### src/rtl/escalonador_pc_pkg.sv
`default_nettype none
// ============================================================================
// escalonador_pc_pkg -- scheduler FSM states, next-PC mux codes, output decode
// Rev 1.0
// ============================================================================
package escalonador_pc_pkg;

  typedef enum logic [2:0] {
    OCIOSO  = 3'd0,
    EXECUTA = 3'd1,
    PAUSA   = 3'd2,
    SALVA   = 3'd3,
    CARREGA = 3'd4
  } estado_t;

  localparam logic [1:0] c_ctrl_seq    = 2'b00;
  localparam logic [1:0] c_ctrl_hold   = 2'b10;
  localparam logic [1:0] c_ctrl_branch = 2'b11;

  typedef struct packed {
    logic [1:0] controle;
    logic       flag_pausa;
    logic       branch_forcado;
  } saida_t;

  // Mux-facing outputs for the state about to be entered.
  function automatic saida_t saida_estado(input estado_t e);
    saida_t s;
    s = '{controle: c_ctrl_hold, flag_pausa: 1'b1, branch_forcado: 1'b0};
    case (e)
      EXECUTA: s = '{controle: c_ctrl_seq,    flag_pausa: 1'b0, branch_forcado: 1'b0};
      CARREGA: s = '{controle: c_ctrl_branch, flag_pausa: 1'b0, branch_forcado: 1'b1};
      default: ;
    endcase
    return s;
  endfunction

endpackage
`default_nettype wire

### src/rtl/escalonador_pc_seletor_rr.sv
`default_nettype none
// ============================================================================
// seletor_rr -- first set mask bit after i_atual, wrapping; i_atual itself last
// Rev 1.0
// ============================================================================
module seletor_rr #(
  parameter int N_CONTEXTOS = 4
) (
  input  logic [N_CONTEXTOS-1:0]         i_mascara,
  input  logic [$clog2(N_CONTEXTOS)-1:0] i_atual,
  output logic [$clog2(N_CONTEXTOS)-1:0] o_proximo,
  output logic                           o_valido
);

  localparam int ID_W = $clog2(N_CONTEXTOS);

  logic [ID_W-1:0] w_idx;

  // Scan from farthest to nearest so the nearest hit is the one that sticks.
  always_comb begin
    o_proximo = '0;
    o_valido  = 1'b0;
    w_idx     = '0;
    for (int k = N_CONTEXTOS; k >= 1; k--) begin
      w_idx = i_atual + ID_W'(k);
      if (i_mascara[w_idx]) begin
        o_proximo = w_idx;
        o_valido  = 1'b1;
      end
    end
  end

endmodule
`default_nettype wire

### src/rtl/escalonador_pc.sv
`default_nettype none
// ============================================================================
// escalonador_pc -- round-robin time-sliced hardware context scheduler
// Rev 1.0
// ============================================================================
module escalonador_pc
  import escalonador_pc_pkg::*;
#(
  parameter int N_CONTEXTOS = 4,
  parameter int QUANTUM_W   = 16
) (
  input  logic                           clock,
  input  logic                           reset,
  input  logic [QUANTUM_W-1:0]           quantum,
  input  logic                           ativa_contexto,
  input  logic [$clog2(N_CONTEXTOS)-1:0] id_contexto,
  input  logic [31:0]                    pc_inicial,
  input  logic                           fim_contexto,
  input  logic                           branch_pendente,
  input  logic [31:0]                    endereco_atual,
  output logic [1:0]                     controle,
  output logic                           branch_forcado,
  output logic [31:0]                    endereco_contexto,
  output logic                           flag_pausa_contexto,
  output logic [$clog2(N_CONTEXTOS)-1:0] contexto_atual,
  output logic                           aceito
);

  localparam int ID_W = $clog2(N_CONTEXTOS);

  estado_t              r_estado;
  saida_t               r_saida;
  logic [N_CONTEXTOS-1:0] r_ativo;
  logic [31:0]          r_tabela [N_CONTEXTOS];
  logic [QUANTUM_W-1:0] r_contador;
  logic [QUANTUM_W-1:0] r_quantum;
  logic [ID_W-1:0]      r_atual;
  logic [31:0]          r_end_ctx;
  logic                 r_aceito;

  logic [ID_W-1:0]      w_prox;
  logic                 w_valido;
  logic                 w_outro;
  logic                 w_aceita;
  logic [QUANTUM_W-1:0] w_limite;

  seletor_rr #(.N_CONTEXTOS(N_CONTEXTOS)) u_seletor (
    .i_mascara (r_ativo),
    .i_atual   (r_atual),
    .o_proximo (w_prox),
    .o_valido  (w_valido)
  );

  // The running context is always active in EXECUTA, so a different pick means
  // at least one other context is waiting.
  assign w_outro  = w_valido && (w_prox != r_atual);
  assign w_limite = (r_quantum == '0) ? '0 : r_quantum - QUANTUM_W'(1);
  assign w_aceita = ativa_contexto &&
                    ((r_estado == OCIOSO) ||
                     (((r_estado == EXECUTA) || (r_estado == PAUSA)) && (id_contexto != r_atual)));

  always_ff @(posedge clock) begin
    if (!reset) begin
      r_estado   <= OCIOSO;
      r_saida    <= saida_estado(OCIOSO);
      r_ativo    <= '0;
      r_contador <= '0;
      r_quantum  <= '0;
      r_atual    <= '0;
      r_end_ctx  <= '0;
      r_aceito   <= 1'b0;
      for (int i = 0; i < N_CONTEXTOS; i++) r_tabela[i] <= '0;
    end else begin
      r_aceito <= w_aceita;
      if (w_aceita) begin
        r_tabela[id_contexto] <= pc_inicial;
        r_ativo[id_contexto]  <= 1'b1;
      end
      case (r_estado)
        OCIOSO: begin
          if (w_aceita) begin
            r_estado  <= CARREGA;
            r_saida   <= saida_estado(CARREGA);
            r_atual   <= id_contexto;
            r_end_ctx <= pc_inicial;
          end
        end
        CARREGA: begin
          r_estado   <= EXECUTA;
          r_saida    <= saida_estado(EXECUTA);
          r_contador <= '0;
          r_quantum  <= quantum;
        end
        EXECUTA: begin
          if (fim_contexto) begin
            r_ativo[r_atual] <= 1'b0;
            r_estado         <= PAUSA;
            r_saida          <= saida_estado(PAUSA);
          end else if (r_contador == w_limite) begin
            if (w_outro) begin
              r_estado <= PAUSA;
              r_saida  <= saida_estado(PAUSA);
            end else begin
              r_contador <= '0;
              r_quantum  <= quantum;
            end
          end else begin
            r_contador <= r_contador + QUANTUM_W'(1);
          end
        end
        PAUSA: begin
          if (!branch_pendente) begin
            r_estado <= SALVA;
            r_saida  <= saida_estado(SALVA);
          end
        end
        SALVA: begin
          r_tabela[r_atual] <= endereco_atual;
          if (w_valido) begin
            r_estado  <= CARREGA;
            r_saida   <= saida_estado(CARREGA);
            r_atual   <= w_prox;
            r_end_ctx <= (w_prox == r_atual) ? endereco_atual : r_tabela[w_prox];
          end else begin
            r_estado <= OCIOSO;
            r_saida  <= saida_estado(OCIOSO);
          end
        end
        default: begin
          r_estado <= OCIOSO;
          r_saida  <= saida_estado(OCIOSO);
        end
      endcase
    end
  end

  assign controle            = r_saida.controle;
  assign flag_pausa_contexto = r_saida.flag_pausa;
  assign branch_forcado      = r_saida.branch_forcado;
  assign endereco_contexto   = r_end_ctx;
  assign contexto_atual      = r_atual;
  assign aceito              = r_aceito;

endmodule
`default_nettype wire

### config.mk
export PLATFORM = sky130hd
export DESIGN_NAME = escalonador_pc
export DESIGN_NICKNAME = d
export VERILOG_FILES = /design/src/rtl/escalonador_pc_pkg.sv /design/src/rtl/escalonador_pc_seletor_rr.sv /design/src/rtl/escalonador_pc.sv
export SDC_FILE = /design/constraint.sdc
export NUM_CORES = 1
export LEC_CHECK = 0
export CAP_MARGIN = 20
export CORE_ASPECT_RATIO = 0.5
export CORE_UTILIZATION = 45
export CTS_BUF_LIST = sky130_fd_sc_hd__clkbuf_4
export CTS_CLUSTER_SIZE = 25
export DETAILED_ROUTE_END_ITERATION = 10
export MAX_ROUTING_LAYER = met4
export PLACE_DENSITY = 0.67
export SLEW_MARGIN = 20
export SYNTH_ARGS = -nofsm -noshare
export SYNTH_HDL_FRONTEND = slang
export SYNTH_SLANG_ARGS = --single-unit
### constraint.sdc
create_clock -name clock -period 8.6 [get_ports clock]
set_clock_uncertainty 0.15 [all_clocks]
set_input_delay 1.29 -clock clock [delete_from_list [all_inputs] [get_ports clock]]
set_output_delay 1.29 -clock clock [all_outputs]
set_load 0.01 [all_outputs]
==> impl_results.md <==
* Cell Area, Synth at 10,300 um2
* TritonCTS clock tree: built
* DR WL/cell at 17.6 um
* R2R Path End: r_tabela[2][30]
* GPL Wtd Cong at 0.859
* Share of cells above drive strength 1 at 13.4%
* Post-DRT Antenna Nets at 0
* CP Launch Type: input port
* Share of flip-flops with an asynchronous set or reset at 0%
* Number of synthesized flops with an enable pin at 128
* WHS Endpoint: endereco_contexto[27]
* Die width at 216 um
* DRT Pass-1 Iters at 9
* Nets at 1,231
* Register area share after synthesis at 52.1%
* Gr ovfl total at 0
* Worst Hold Depth at 2
* WP data required at 8.83 ns
* DR iter-0 viols at 875
* # hold bufs at CTS at 0
* Routed wire length at 26,000 um
* Ys flop type: edfxtp_1
* Syn_nets at 1,115
* Clk sinks at 205
* Net Switching at 0.721 mW
* Fin crit share at 58.2%
* Yosys warnings at 0
* DP Wirelength at 16,400 um
* VDD IR max at 71.8 uV
* Distinct cells, synth at 75
* CP Capture Type: flip-flop
* Crit Path Category: input port to flip-flop
* R2r setup slk at 4.13 ns
* Core area at 22,100 um2
* Largest fanout on the critical path at 36
* Worst r2r src: contexto_atual[0]
* Final hold viol count at 0
* Final Max Slew Viols at 0
* Overall Global Routing Usage at 22.9%
* Max Cap Viol at 0
* Max Freq at 200 MHz
* Clock buffer count from CTS at 48
* Vias in the first global route at 8,348
* Status: finished clean
* Setup Buffers After CTS at 0
* Final setup fails at 0
* Initial Utilization at 46.8%
* Sequential share of power at 46.6%
* Largest net degree at the start of global routing at 66
* Worst rel slew slack at 29.0%
* Crit path arrival time at 5.24 ns
* # resized after CTS at 0
* Worst-path clk slew at 0.07 ns
* Hold path start: endereco_contexto[27]
* Root Driver: clkbuf_4
* DR vias at 8,423
* Htree depth at 2
* Syn Area/Cell at 10.1 um2
* Clock Latency Late Sink at 0.68 ns
* Part of the power in combinational logic at 20.5%
* DRC violations left at 0
* Die Footprint at 23,600 um2
* # rows at 38
* Die height at 109 um
* Antenna violations before repair at 1
* Area grow syn2layout at 20.7%
* Port buffer count at 125
* Min-delay worst type: flip-flop to flip-flop
* Sw Ratio at 29.4%
* Power per cell area at 197 nW/um2
* First-pass GRT wire length at 42,100 um
* Number of I/O pins at 126
* Minimum clock period at 5.01 ns
* Slew @ Worst Pin at 1.06 ns
* Clock Path Buffers at 3
* Fill cells at 1,999
* Cells after Synth at 1,022
* Reg2Reg Depth at 11
* P_int at 1.73 mW
* Clock power share at 32.8%
* FF+latch count, synth at 205
* Hold_ws at 0.335 ns
* Leak Pwr at 4.63 nW
* Unrepaired setup endpoints after global routing: false
* Setup TNS at 0 ns
* DR vias/cell at 5.70
## power groups by stage
stage	Clock (mW)	Sequential, mW	Combinational, mW
6_report	0.805	1.14	0.503
5_1_grt	0.878	1.15	0.550
4_1_cts	0.827	1.14	0.503
3_5_place_dp	0	1.17	0.500
3_3_place_gp	0	1.16	0.491
2_1_floorplan	0	1.16	0.331
## metrics by stage
| stage | setup WS, ns | instances | utilization [%] | power, mW | instance area (um2) |
|---|---|---|---|---|---|
| 2_1_floorplan | 4.00 | 1022 | - | 1.49 | 10300 |
| 3_3_place_gp | 2.97 | 1387 | 53.6 | 1.65 | 11800 |
| 3_5_place_dp | 2.89 | 1387 | 53.6 | 1.67 | 11800 |
| 4_1_cts | 3.59 | 1475 | 56.4 | 2.47 | 12400 |
| 5_1_grt | 3.27 | 1477 | 56.5 | 2.58 | 12500 |
| 6_report | 3.59 | 1477 | 56.5 | 2.45 | 12500 |
## worst max-delay path by stage
stage                              start              end  cells past startpoint
final                     id_contexto[0]  r_tabela[2][30]                     12
after global routing      id_contexto[0]  r_tabela[2][30]                     12
after CTS                 id_contexto[0]  r_tabela[2][30]                     12
after detailed placement  id_contexto[0]  r_tabela[2][29]                     12
after global placement    id_contexto[0]  r_tabela[2][26]                     12
after floorplan           id_contexto[0]   r_tabela[3][0]                      8
## cells by family (layout without fill, tap and decap cells)
group | count (synthesis) | in the layout | synth area share [%]
compound gates | 235 | 235 | 16.1
xor+xnor | 15 | 15 | 1.55
fa+ha+maj | 6 | 6 | 0.727
buf+inv | 122 | 276 | 4.74
other cells | 0 | 1 | 0
mux | 91 | 91 | 9.39
flops | 205 | 205 | 52.1
simple gates | 348 | 348 | 15.3
## sequential cells by signal, indices dropped and copies added, names as in the netlist
register and flops:
controle 2, r_quantum 16, contexto_atual 2, r_estado 3, r_tabela 128, r_ativo 4, flag_pausa_contexto 1, r_contador 16
aceito 1, endereco_contexto 32
## worst max-delay path, stage by stage
cell	delay, ns
clkdlybuf4s50_1	0.62
xor2_1	0.17
nor3_1	0.08
nor4bb_4	0.26
buf_4	0.44
inv_1	0.16
nor2_1	0.17
a21oi_1	0.06
nor2_1	0.30
or2_2	0.64
nand2_1	0.61
buf_4	0.41
## Yosys cell counts (3+ instances only)
cell type  instances  area, um2
buf_2              4       20.0
xnor2_1            6       52.6
a31oi_1           12       75.1
buf_1              4       15.0
o22ai_1            3       18.8
a222oi_1          32        320
nor4_1             6       37.5
ha_1               6       75.1
nand4_1            4       25.0
and3_1             5       31.3
or3_1              7       43.8
or2_2              6       37.5
edfxtp_1         128       3840
o21ai_0           47        235
mux2i_1           53        531
inv_1             46        173
o21ai_1            3       15.0
and4_1             4       35.0
nor2_1           172        646
clkbuf_1          63        236
nor3_1            25        125
a211oi_1           7       52.6
mux2_2            37        417
a21oi_1           57        285
nand2_1           61        229
xor2_1             7       61.3
nand3_1           27        135
a22o_1            32        280
o21a_1             3       22.5
a221oi_1           4       35.0
and2_1             4       25.0
nor2b_1            7       43.8
a311oi_1           5       43.8
dfxtp_1           77       1540
nand2b_1           3       18.8
o31ai_1            3       22.5
or4_1              6       45.0
## per-layer routing
metal  vias to the layer above  routed length (um)  GRT usage (%)
met1                      4095               11600           28.5
li1                       4046                   -              -
met5                         -                   0              -
met2                       249               12500           37.9
met3                        33                1380           4.63
met4                         0                 469           7.19
## layout by cell type, fill, tap and decap left out, types with 32 or more instances in the layout
| master | count |
|---|---|
| a21oi_1 | 57 |
| a222oi_1 | 32 |
| a22o_1 | 32 |
| clkbuf_4 | 75 |
| clkdlybuf4s50_1 | 124 |
| dfxtp_1 | 77 |
| edfxtp_1 | 128 |
| inv_1 | 46 |
| mux2_2 | 37 |
| mux2i_1 | 53 |
| nand2_1 | 61 |
| nor2_1 | 167 |
| o21ai_0 | 47 |
## final cells by class
type	count	area (um2)	area share, %
flip-flops and latches	205	5390	43.2
diodes	1	2.50	0.0201
multi-input cells	695	4520	36.3
clock buffers	75	563	4.52
inverters	47	176	1.42
repair buffers	141	1380	11.1
clock inverters	13	60.1	0.482
well taps	300	375	3.01
(Power assumes the default switching activity.)
